--- src/rtl/slow_tick_counter_if.sv ---
// Command/status bundle between the reaction-time controller and slow_tick_counter.
interface slow_tick_counter_if;
  logic        slow_in;
  logic        start;
  logic        stop;
  logic        clear;
  logic        tick;
  logic [15:0] bcd;
  logic        running;
  logic        overflow;

  modport master (
    output slow_in, start, stop, clear,
    input  tick, bcd, running, overflow
  );

  modport slave (
    input  slow_in, start, stop, clear,
    output tick, bcd, running, overflow
  );
endinterface

--- src/rtl/slow_tick_counter.sv ---
// Synchronises the slow divider toggle into clk, turns each qualifying transition into a
// one-cycle tick and accumulates ticks in a saturating 4-digit BCD counter.
module slow_tick_counter #(
  parameter int unsigned SYNC_STAGES = 2,
  parameter bit          BOTH_EDGES  = 1'b1
) (
  input logic             clk,
  input logic             reset,
  slow_tick_counter_if.slave bus
);

  localparam int unsigned ArmCycles = SYNC_STAGES + 1;
  localparam int unsigned ArmW      = $clog2(ArmCycles + 1);

  typedef enum logic [1:0] {StIdle, StRunning, StStopped, StOverflow} state_e;

  logic [SYNC_STAGES-1:0] sync_q;
  logic                   hist_q;
  logic [ArmW-1:0]        arm_q;
  logic                   tick_q;
  logic                   s_last;
  logic                   edge_det;
  logic                   armed;

  state_e      state_q, state_d;
  logic [15:0] bcd_q, bcd_d;
  logic [15:0] bcd_inc;
  logic        carry;
  logic        at_max;

  assign s_last   = sync_q[SYNC_STAGES-1];
  assign edge_det = BOTH_EDGES ? (s_last ^ hist_q) : (s_last & ~hist_q);
  // Held off until the chain has flushed whatever level slow_in had at reset.
  assign armed    = (arm_q == ArmW'(ArmCycles));

  always_ff @(posedge clk) begin
    if (reset) begin
      sync_q <= '0;
      hist_q <= 1'b0;
      arm_q  <= '0;
      tick_q <= 1'b0;
    end else begin
      sync_q <= {sync_q[SYNC_STAGES-2:0], bus.slow_in};
      hist_q <= s_last;
      if (!armed) begin
        arm_q <= arm_q + ArmW'(1);
      end
      tick_q <= edge_det & armed;
    end
  end

  // Per-digit increment with decimal carry; digits never leave 0..9.
  always_comb begin
    bcd_inc = bcd_q;
    carry   = 1'b1;
    for (int i = 0; i < 4; i++) begin
      if (carry) begin
        if (bcd_q[4*i +: 4] == 4'd9) begin
          bcd_inc[4*i +: 4] = 4'd0;
        end else begin
          bcd_inc[4*i +: 4] = bcd_q[4*i +: 4] + 4'd1;
          carry             = 1'b0;
        end
      end
    end
  end

  assign at_max = (bcd_q == 16'h9999);

  always_comb begin
    state_d = state_q;
    bcd_d   = bcd_q;
    if (bus.clear) begin
      state_d = StIdle;
      bcd_d   = '0;
    end else if (bus.stop) begin
      // stop masks start; a coincident tick is still counted (frozen at 9999 if full).
      if (state_q == StRunning) begin
        state_d = StStopped;
        if (tick_q && !at_max) begin
          bcd_d = bcd_inc;
        end
      end
    end else if (bus.start && (state_q != StRunning)) begin
      state_d = StRunning;
      bcd_d   = '0;
    end else if ((state_q == StRunning) && tick_q) begin
      if (at_max) begin
        state_d = StOverflow;
      end else begin
        bcd_d = bcd_inc;
      end
    end
  end

  always_ff @(posedge clk) begin
    if (reset) begin
      state_q <= StIdle;
      bcd_q   <= '0;
    end else begin
      state_q <= state_d;
      bcd_q   <= bcd_d;
    end
  end

  assign bus.tick     = tick_q;
  assign bus.bcd      = bcd_q;
  assign bus.running  = (state_q == StRunning);
  assign bus.overflow = (state_q == StOverflow);

endmodule
--- src/flat_wrapper.sv ---
// flat-port wrapper written by rule: the top's interface ports become plain ports
module slow_tick_counter_flat 
#(
  parameter int unsigned SYNC_STAGES = 2,
  parameter bit          BOTH_EDGES  = 1'b1
)
  (clk, reset, bus_slow_in, bus_start, bus_stop, bus_clear, bus_tick, bus_bcd, bus_running, bus_overflow);
  slow_tick_counter_if bus_i ();
  input logic clk;
  input logic reset;
  input wire logic [$bits(bus_i.slow_in)-1:0] bus_slow_in;
  input wire logic [$bits(bus_i.start)-1:0] bus_start;
  input wire logic [$bits(bus_i.stop)-1:0] bus_stop;
  input wire logic [$bits(bus_i.clear)-1:0] bus_clear;
  output wire logic [$bits(bus_i.tick)-1:0] bus_tick;
  output wire logic [$bits(bus_i.bcd)-1:0] bus_bcd;
  output wire logic [$bits(bus_i.running)-1:0] bus_running;
  output wire logic [$bits(bus_i.overflow)-1:0] bus_overflow;
  assign bus_i.slow_in = bus_slow_in;
  assign bus_i.start = bus_start;
  assign bus_i.stop = bus_stop;
  assign bus_i.clear = bus_clear;
  assign bus_tick = bus_i.tick;
  assign bus_bcd = bus_i.bcd;
  assign bus_running = bus_i.running;
  assign bus_overflow = bus_i.overflow;
  slow_tick_counter #(.SYNC_STAGES(SYNC_STAGES), .BOTH_EDGES(BOTH_EDGES)) u_core (.clk(clk), .reset(reset), .bus(bus_i));
endmodule
--- config.mk ---
export PLATFORM = sky130hd
export DESIGN_NAME = slow_tick_counter_flat
export DESIGN_NICKNAME = d
export VERILOG_FILES = /design/src/rtl/slow_tick_counter_if.sv /design/src/rtl/slow_tick_counter.sv /design/src/flat_wrapper.sv
export SDC_FILE = /design/constraint.sdc
export NUM_CORES = 1
export LEC_CHECK = 0
export BUFFER_PORTS_ARGS = -buffer_cell sky130_fd_sc_hd__buf_4
export CAP_MARGIN = 20
export CORE_ASPECT_RATIO = 0.9
export CORE_UTILIZATION = 37
export CTS_CLUSTER_SIZE = 12
export DETAILED_ROUTE_END_ITERATION = 8
export GPL_TIMING_DRIVEN = 1
export HOLD_SLACK_MARGIN = 0.1
export REMOVE_ABC_BUFFERS = 1
export SLEW_MARGIN = 5
export SYNTH_ARGS = -nofsm -noshare
export SYNTH_HDL_FRONTEND = slang
export SYNTH_SLANG_ARGS = --single-unit
--- constraint.sdc ---
create_clock -name clk -period 2.8 [get_ports clk]
set_input_delay 0.28 -clock clk [delete_from_list [all_inputs] [get_ports clk]]
set_output_delay 0.28 -clock clk [all_outputs]
set_load 0.01 [all_outputs]
# --- Word level (Yosys, flattened, before mapping) ---
# Cells that the tools add are included.
totals:
  ff_bits: 24
  elab_cells: 57
  inputBits: 6
  output_inout_bits: 19
op_classes:
  n_eq_ne: 12
  n_bitwise: 2
  n_reduce_logical: 9
  n_addsub: 5
  n_mux: 23
ops:
  columns: ["operator", "n"]
  rows:
  - ["16-bit two-way mux", 6]
  - ["4-bit two-way mux", 7]
  - ["4-bit by 1-bit adder with 4-bit output, second input constant", 4]
  - ["16-bit equality test, second input constant", 1]
  - ["4-bit equality test, second input constant", 4]
  - ["2-bit two-way mux", 5]
  - ["2-bit by 1-bit != test with 1-bit output, second input constant", 3]
  - ["3-bit nonzero test", 2]
  - ["1-bit two-way mux", 5]
  - ["2-bit equality test, second input constant", 2]
  - ["4-bit AND reduction", 1]
  - ["1-bit logical AND", 3]
  - ["3-bit != test, second input constant", 1]
  - ["3-bit AND reduction", 1]
  - ["2-bit by 1-bit adder with 2-bit output, second input constant", 1]
  - ["2-bit by 1-bit equality test with 1-bit output, second input constant", 1]
  - ["2-bit OR reduction", 1]
  - ["1-bit bitwise AND", 1]
  - ["1-bit logical NOT", 1]
  - ["1-bit XOR", 1]

# --- Longest topological paths before layout ---
logic_depth:
  word_depth: 9
  depth_mapped: 6
  depth_no_buf: 5

# --- Worst setup path after synthesis ---
# Ideal clock, no wire load.
synth_path:
  kind: "reg-to-reg"
  from: "reg u_core.bcd_q[3], in the netlist u_core.bus.bcd[3]"
  to: "reg u_core.bcd_q[11], in the netlist u_core.bus.bcd[11]"
  required_time_ns: 2.683
  path_stages_with_launch: 5
  path_buffers: 0
  setup_slack_ns: 1.113
  synth_period_minus_slack_ns: 1.687
  arrival_ns: 1.570
  setup_ns: 0.117
  path_cell_list: "dfxtp_1 > and4bb_2 > nand4_1 > or4_1 > a32o_1"
synth_between:
  elab_chain_len: 8
  word_cells_on_any_way: 16
  cone_classes: "eq/ne: 4; mux: 9; reduce/logical: 3"
synth_lines:
  columns: ["element", "line", "rtl"]
  rows:
  - ["start: declaration", "slow_tick_counter.sv:26", "logic [15:0] bcd_q, bcd_d;"]
  - ["start signal: assignment", "slow_tick_counter.sv:99", "bcd_q <= '0;"]
  - ["start signal: assignment", "slow_tick_counter.sv:102", "bcd_q <= bcd_d;"]
  - ["4-bit equality test", "slow_tick_counter.sv:58", "if (bcd_q[4*i +: 4] == 4'd9) begin"]
  - ["1-bit two-way mux", "slow_tick_counter.sv:58", null]
  - ["1-bit two-way mux", "slow_tick_counter.sv:57", "if (carry) begin"]
  - ["4-bit two-way mux", "slow_tick_counter.sv:57", null]
  - ["16-bit two-way mux", "slow_tick_counter.sv:88", "if (at_max) begin"]
  - ["16-bit two-way mux", "slow_tick_counter.sv:87", "end else if ((state_q == StRunning) && tick_q) begin"]
  - ["16-bit two-way mux", "slow_tick_counter.sv:84", "end else if (bus.start && (state_q != StRunning)) begin"]
  - ["16-bit two-way mux", "slow_tick_counter.sv:76", "end else if (bus.stop) begin"]
# Parallel ways exist; a longest one is shown, timed or not. The select of a mux whose other input is x is not followed.
# A chain may end at the register's enable or synchronous reset.

# --- Final worst setup path ---
layout_path:
  from: "reg u_core.bcd_q[0], in the netlist u_core.bus.bcd[0]"
  to: "reg u_core.bcd_q[12], in the netlist u_core.bus.bcd[12]"
layout_between:
  elab_chain_len: 9
  word_cells_on_any_way: 17
  cone_classes: "eq/ne: 4; mux: 10; reduce/logical: 3"
layout_lines:
  columns: ["element", "line"]
  rows:
  - ["4-bit equality test", "slow_tick_counter.sv:58"]
  - ["1-bit two-way mux", "slow_tick_counter.sv:58"]
  - ["1-bit two-way mux (2 in a row)", "slow_tick_counter.sv:57"]
  - ["4-bit two-way mux", "slow_tick_counter.sv:57"]
  - ["16-bit two-way mux", "slow_tick_counter.sv:88"]
  - ["16-bit two-way mux", "slow_tick_counter.sv:87"]
  - ["16-bit two-way mux", "slow_tick_counter.sv:84"]
  - ["16-bit two-way mux", "slow_tick_counter.sv:76"]
# Parallel ways exist; a longest one is shown, timed or not. The select of a mux whose other input is x is not followed.

==> impl_results.md <==
- Weighted congestion at the end of routability-driven global placement: 0.865
- DR DRC count: 0
- Setup Viol. Count Final: 0
- Relative area change from synthesis to final layout: 20.3%
- Startpoint kind of the worst setup timing path: flip-flop
- Max Buffers Root-to-Sink: 2
- Total length of routed wires: 2800 um
- Initial antenna violation count: 0
- Number of nets with antenna violations after detailed routing: 0
- HPWL reported at the end of detailed placement: 2010 um
- Average size of a mapped cell: 8.81 um^2
- Setup repair after global routing missed its margin: false
- Proportion of layout cells with a drive suffix above 1: 20.0%
- Relative slew margins: between 60% and 70%
- Rows: 19
- Pre-antenna DRT Iters: 4
- Final nets: 169
- Port Buffer Count: 24
- Clock skew: 0.0107 ns
- Outcome: finished clean
- Maximum clock rate: 491 MHz
- Area of the placeable core: 3110 um^2
- EDFF count, synth: 0
- Number of global-route vias before repair: 1039
- Starting utilization of the core area: 39.3%
- Peak per-stage delay on the critical path: 0.59 ns
- Depth of the CTS H-tree: 1
- CP top delay family: simple AND/OR/NAND/NOR gates
- FF-to-FF setup slack: 0.76 ns
- Hold Path Depth: 2
- Number of setup buffers added after CTS: 0
- Data required time at the worst endpoint: 2.97 ns
- Vias post-DR: 1095
- Measured slew at the worst slew-check pin: about 0.6 ns
- Portion of the post-synthesis area used by sequential elements: 39.2%
- Peak VDD IR: approximately 0.00036 V
- Cell at the root of the clock tree: sky130_fd_sc_hd__clkbuf_8
- Overflow after GRT: 0
- Combined buffer and inverter count along the critical path: 0
- Leakage: ~0.00054 uW
- Wire length of the first global-routing pass: 4750 um
- Worst path arrival time: ~2.2 ns
- Final number of hold-violating endpoints: 0
- Final hold slack: 0.221 ns
- Ratio of final minimum period to clock period: 72.8%
- Primary flip-flop cell chosen by synthesis mapping: sky130_fd_sc_hd__dfxtp_1
- Die Outline Area: 3550 um^2
- Worst min-delay path category: in2reg
- Critical Path Slowest Stage Cell: sky130_fd_sc_hd__or4_1
- Post-Syn Area: between 1000 and 1500 um^2
- Clock tree from TritonCTS: yes
- Clock buffer count from CTS: 3
- Y dimension of the die: 56.6 um
- Setup total negative slack: 0 ns
- Overall fraction of global-route tracks in use: ~17%
- Average detailed-routed wire length per instance: around 14 um
- Fin. max-slew vios: 0
- Maximum number of pins on one net before global-route repair: 13
- Tmin final: around 2.0 ns
- Count of cell types in the netlist: 46
- Number of DRC violations after detailed-routing iteration 0: 80
- Top-Level Pins: 25
- Cells along the critical path: and4bb_2, nand4_1, or4_1, o211a_1
- Crit Path Max Fanout: 12
- Floorplan die width: 62.7 um
- Instance count on the critical path: 4
- Post-synthesis async set-or-reset flop share: 0%
- Clk slew on worst S/H paths: 0.09 ns
- Worst reg-to-reg path cell count: 4
- Hold-fix buffers at CTS: 0
- Start-to-end type of the worst setup path: reg2reg
- Clock insertion delay at the later pin of the skew report: 0.26 ns
- CTS sink cnt: 24
- Number of synthesized register bits: 24
- Via/cell ratio: 5.42
- Max-cap violation count: 0
- Utilization after layout: 47.3%
- Number of instances in the synthesized netlist: 139
- Number of gates resized after CTS: 0
- Yosys warnings: 0
- Type of element capturing the critical path: flip-flop
- ANT cells: 0
- Cell area power density: between 400 and 500 nW/um^2
[cells by family after synthesis]
logic type	count (synthesis)	share of synthesized area, %
simple gates	67	35.1
compound gates	30	16.0
flops	24	39.2
buf+inv	10	3.27
xor+xnor	4	2.86
mux	3	2.45
fa+ha+maj	1	1.02
[placed cells by master, fill, tap and decap left out, types with 2 or more instances in the layout]
cell type,n
sky130_fd_sc_hd__nor3b_1,3
sky130_fd_sc_hd__a21oi_1,12
sky130_fd_sc_hd__nor2_1,8
sky130_fd_sc_hd__o21ai_0,5
sky130_fd_sc_hd__nand3_1,4
sky130_fd_sc_hd__mux2i_1,3
sky130_fd_sc_hd__nand2_1,6
sky130_fd_sc_hd__nor4bb_1,2
sky130_fd_sc_hd__nand4_1,3
sky130_fd_sc_hd__nand2b_1,8
sky130_fd_sc_hd__o31ai_1,3
sky130_fd_sc_hd__and2b_1,2
sky130_fd_sc_hd__inv_1,4
sky130_fd_sc_hd__and4bb_2,2
sky130_fd_sc_hd__clkbuf_8,3
sky130_fd_sc_hd__or3_1,5
sky130_fd_sc_hd__xor2_1,3
sky130_fd_sc_hd__or4_1,4
sky130_fd_sc_hd__nor2b_1,7
sky130_fd_sc_hd__nor3_1,2
sky130_fd_sc_hd__dfxtp_1,24
sky130_fd_sc_hd__buf_4,24
[worst register-to-register path: stages, from the launching register on]
cell                       delay, ns
sky130_fd_sc_hd__dfxtp_1        0.53
sky130_fd_sc_hd__and4bb_2       0.31
sky130_fd_sc_hd__nand4_1        0.36
sky130_fd_sc_hd__or4_1          0.60
sky130_fd_sc_hd__o211a_1        0.14
[state kept, by name (all words and copies together) (netlist names)]
| signal | cells |
|---|---|
| u_core.bus.tick | 1 |
| u_core.bus.bcd | 16 |
| u_core.arm_q | 2 |
| u_core.hist_q | 1 |
| u_core.state_q | 2 |
| u_core.sync_q | 2 |
[layer usage]
layer	up-vias	share of wire (%)	GRT usage, %
met3	2	3.8	4.47
met5	-	0	0
met1	517	47	21.9
met2	22	48	28.4
met4	0	0.57	3.32
li1	554	-	-
[final timing paths]
path,startpoint,end
min,reset,u_core.hist_q
min reg2reg,u_core.sync_q[0],u_core.sync_q[1]
max,u_core.bus.bcd[0],u_core.bus.bcd[12]
max reg2reg,u_core.bus.bcd[0],u_core.bus.bcd[12]
[stage by stage]
| step | cells | area (um^2) | power [uW] | worst slack [ns] |
|---|---|---|---|---|
| 2_1_floorplan | 133 | 1200 | 387 | 1.02 |
| 3_3_place_gp | 199 | 1430 | 401 | 0.918 |
| 3_5_place_dp | 199 | 1430 | 402 | 0.784 |
| 4_1_cts | 202 | 1470 | 601 | 0.782 |
| 5_1_grt | 202 | 1470 | 616 | 0.640 |
| 6_report | 202 | 1470 | 594 | 0.763 |
[cell type report]
| class | instances | area [um^2] |
|---|---|---|
| Tap cell | 42 | 52.6 |
| Fill cell | 329 | 1640 |
| Timing Repair Buffer | 24 | 180 |
| Clock buffer | 3 | 41.3 |
| Multi-Input combinational cell | 105 | 704 |
| Sequential cell | 24 | 480 |
| Inverter | 4 | 15.0 |
[power breakdown]
| part | internal [uW] | switching (uW) | leakage (uW) |
|---|---|---|---|
| Combinational | 18.2 | 19.4 | 0.000325 |
| Sequential | 350 | 5.28 | 0.000194 |
| Clock | 96.1 | 105 | 0.0000216 |
[cell usage after synthesis, types with 2 or more instances]
library cell / count / area, um^2
sky130_fd_sc_hd__a21oi_1: 12 / 60.1
sky130_fd_sc_hd__and2b_1: 2 / 15.0
sky130_fd_sc_hd__and4bb_2: 2 / 25.0
sky130_fd_sc_hd__clkbuf_1: 4 / 15.0
sky130_fd_sc_hd__dfxtp_1: 24 / 480
sky130_fd_sc_hd__inv_1: 4 / 15.0
sky130_fd_sc_hd__mux2i_1: 3 / 30.0
sky130_fd_sc_hd__nand2_1: 6 / 22.5
sky130_fd_sc_hd__nand2b_1: 8 / 50.1
sky130_fd_sc_hd__nand3_1: 4 / 20.0
sky130_fd_sc_hd__nand4_1: 3 / 18.8
sky130_fd_sc_hd__nor2_1: 8 / 30.0
sky130_fd_sc_hd__nor2b_1: 7 / 43.8
sky130_fd_sc_hd__nor3_1: 2 / 10.0
sky130_fd_sc_hd__nor3b_1: 3 / 22.5
sky130_fd_sc_hd__nor4bb_1: 2 / 20.0
sky130_fd_sc_hd__o21ai_0: 5 / 25.0
sky130_fd_sc_hd__o31ai_1: 3 / 22.5
sky130_fd_sc_hd__or3_1: 5 / 31.3
sky130_fd_sc_hd__or4_1: 4 / 30.0
sky130_fd_sc_hd__xor2_1: 3 / 26.3
Power figures use the tool's default switching activity.
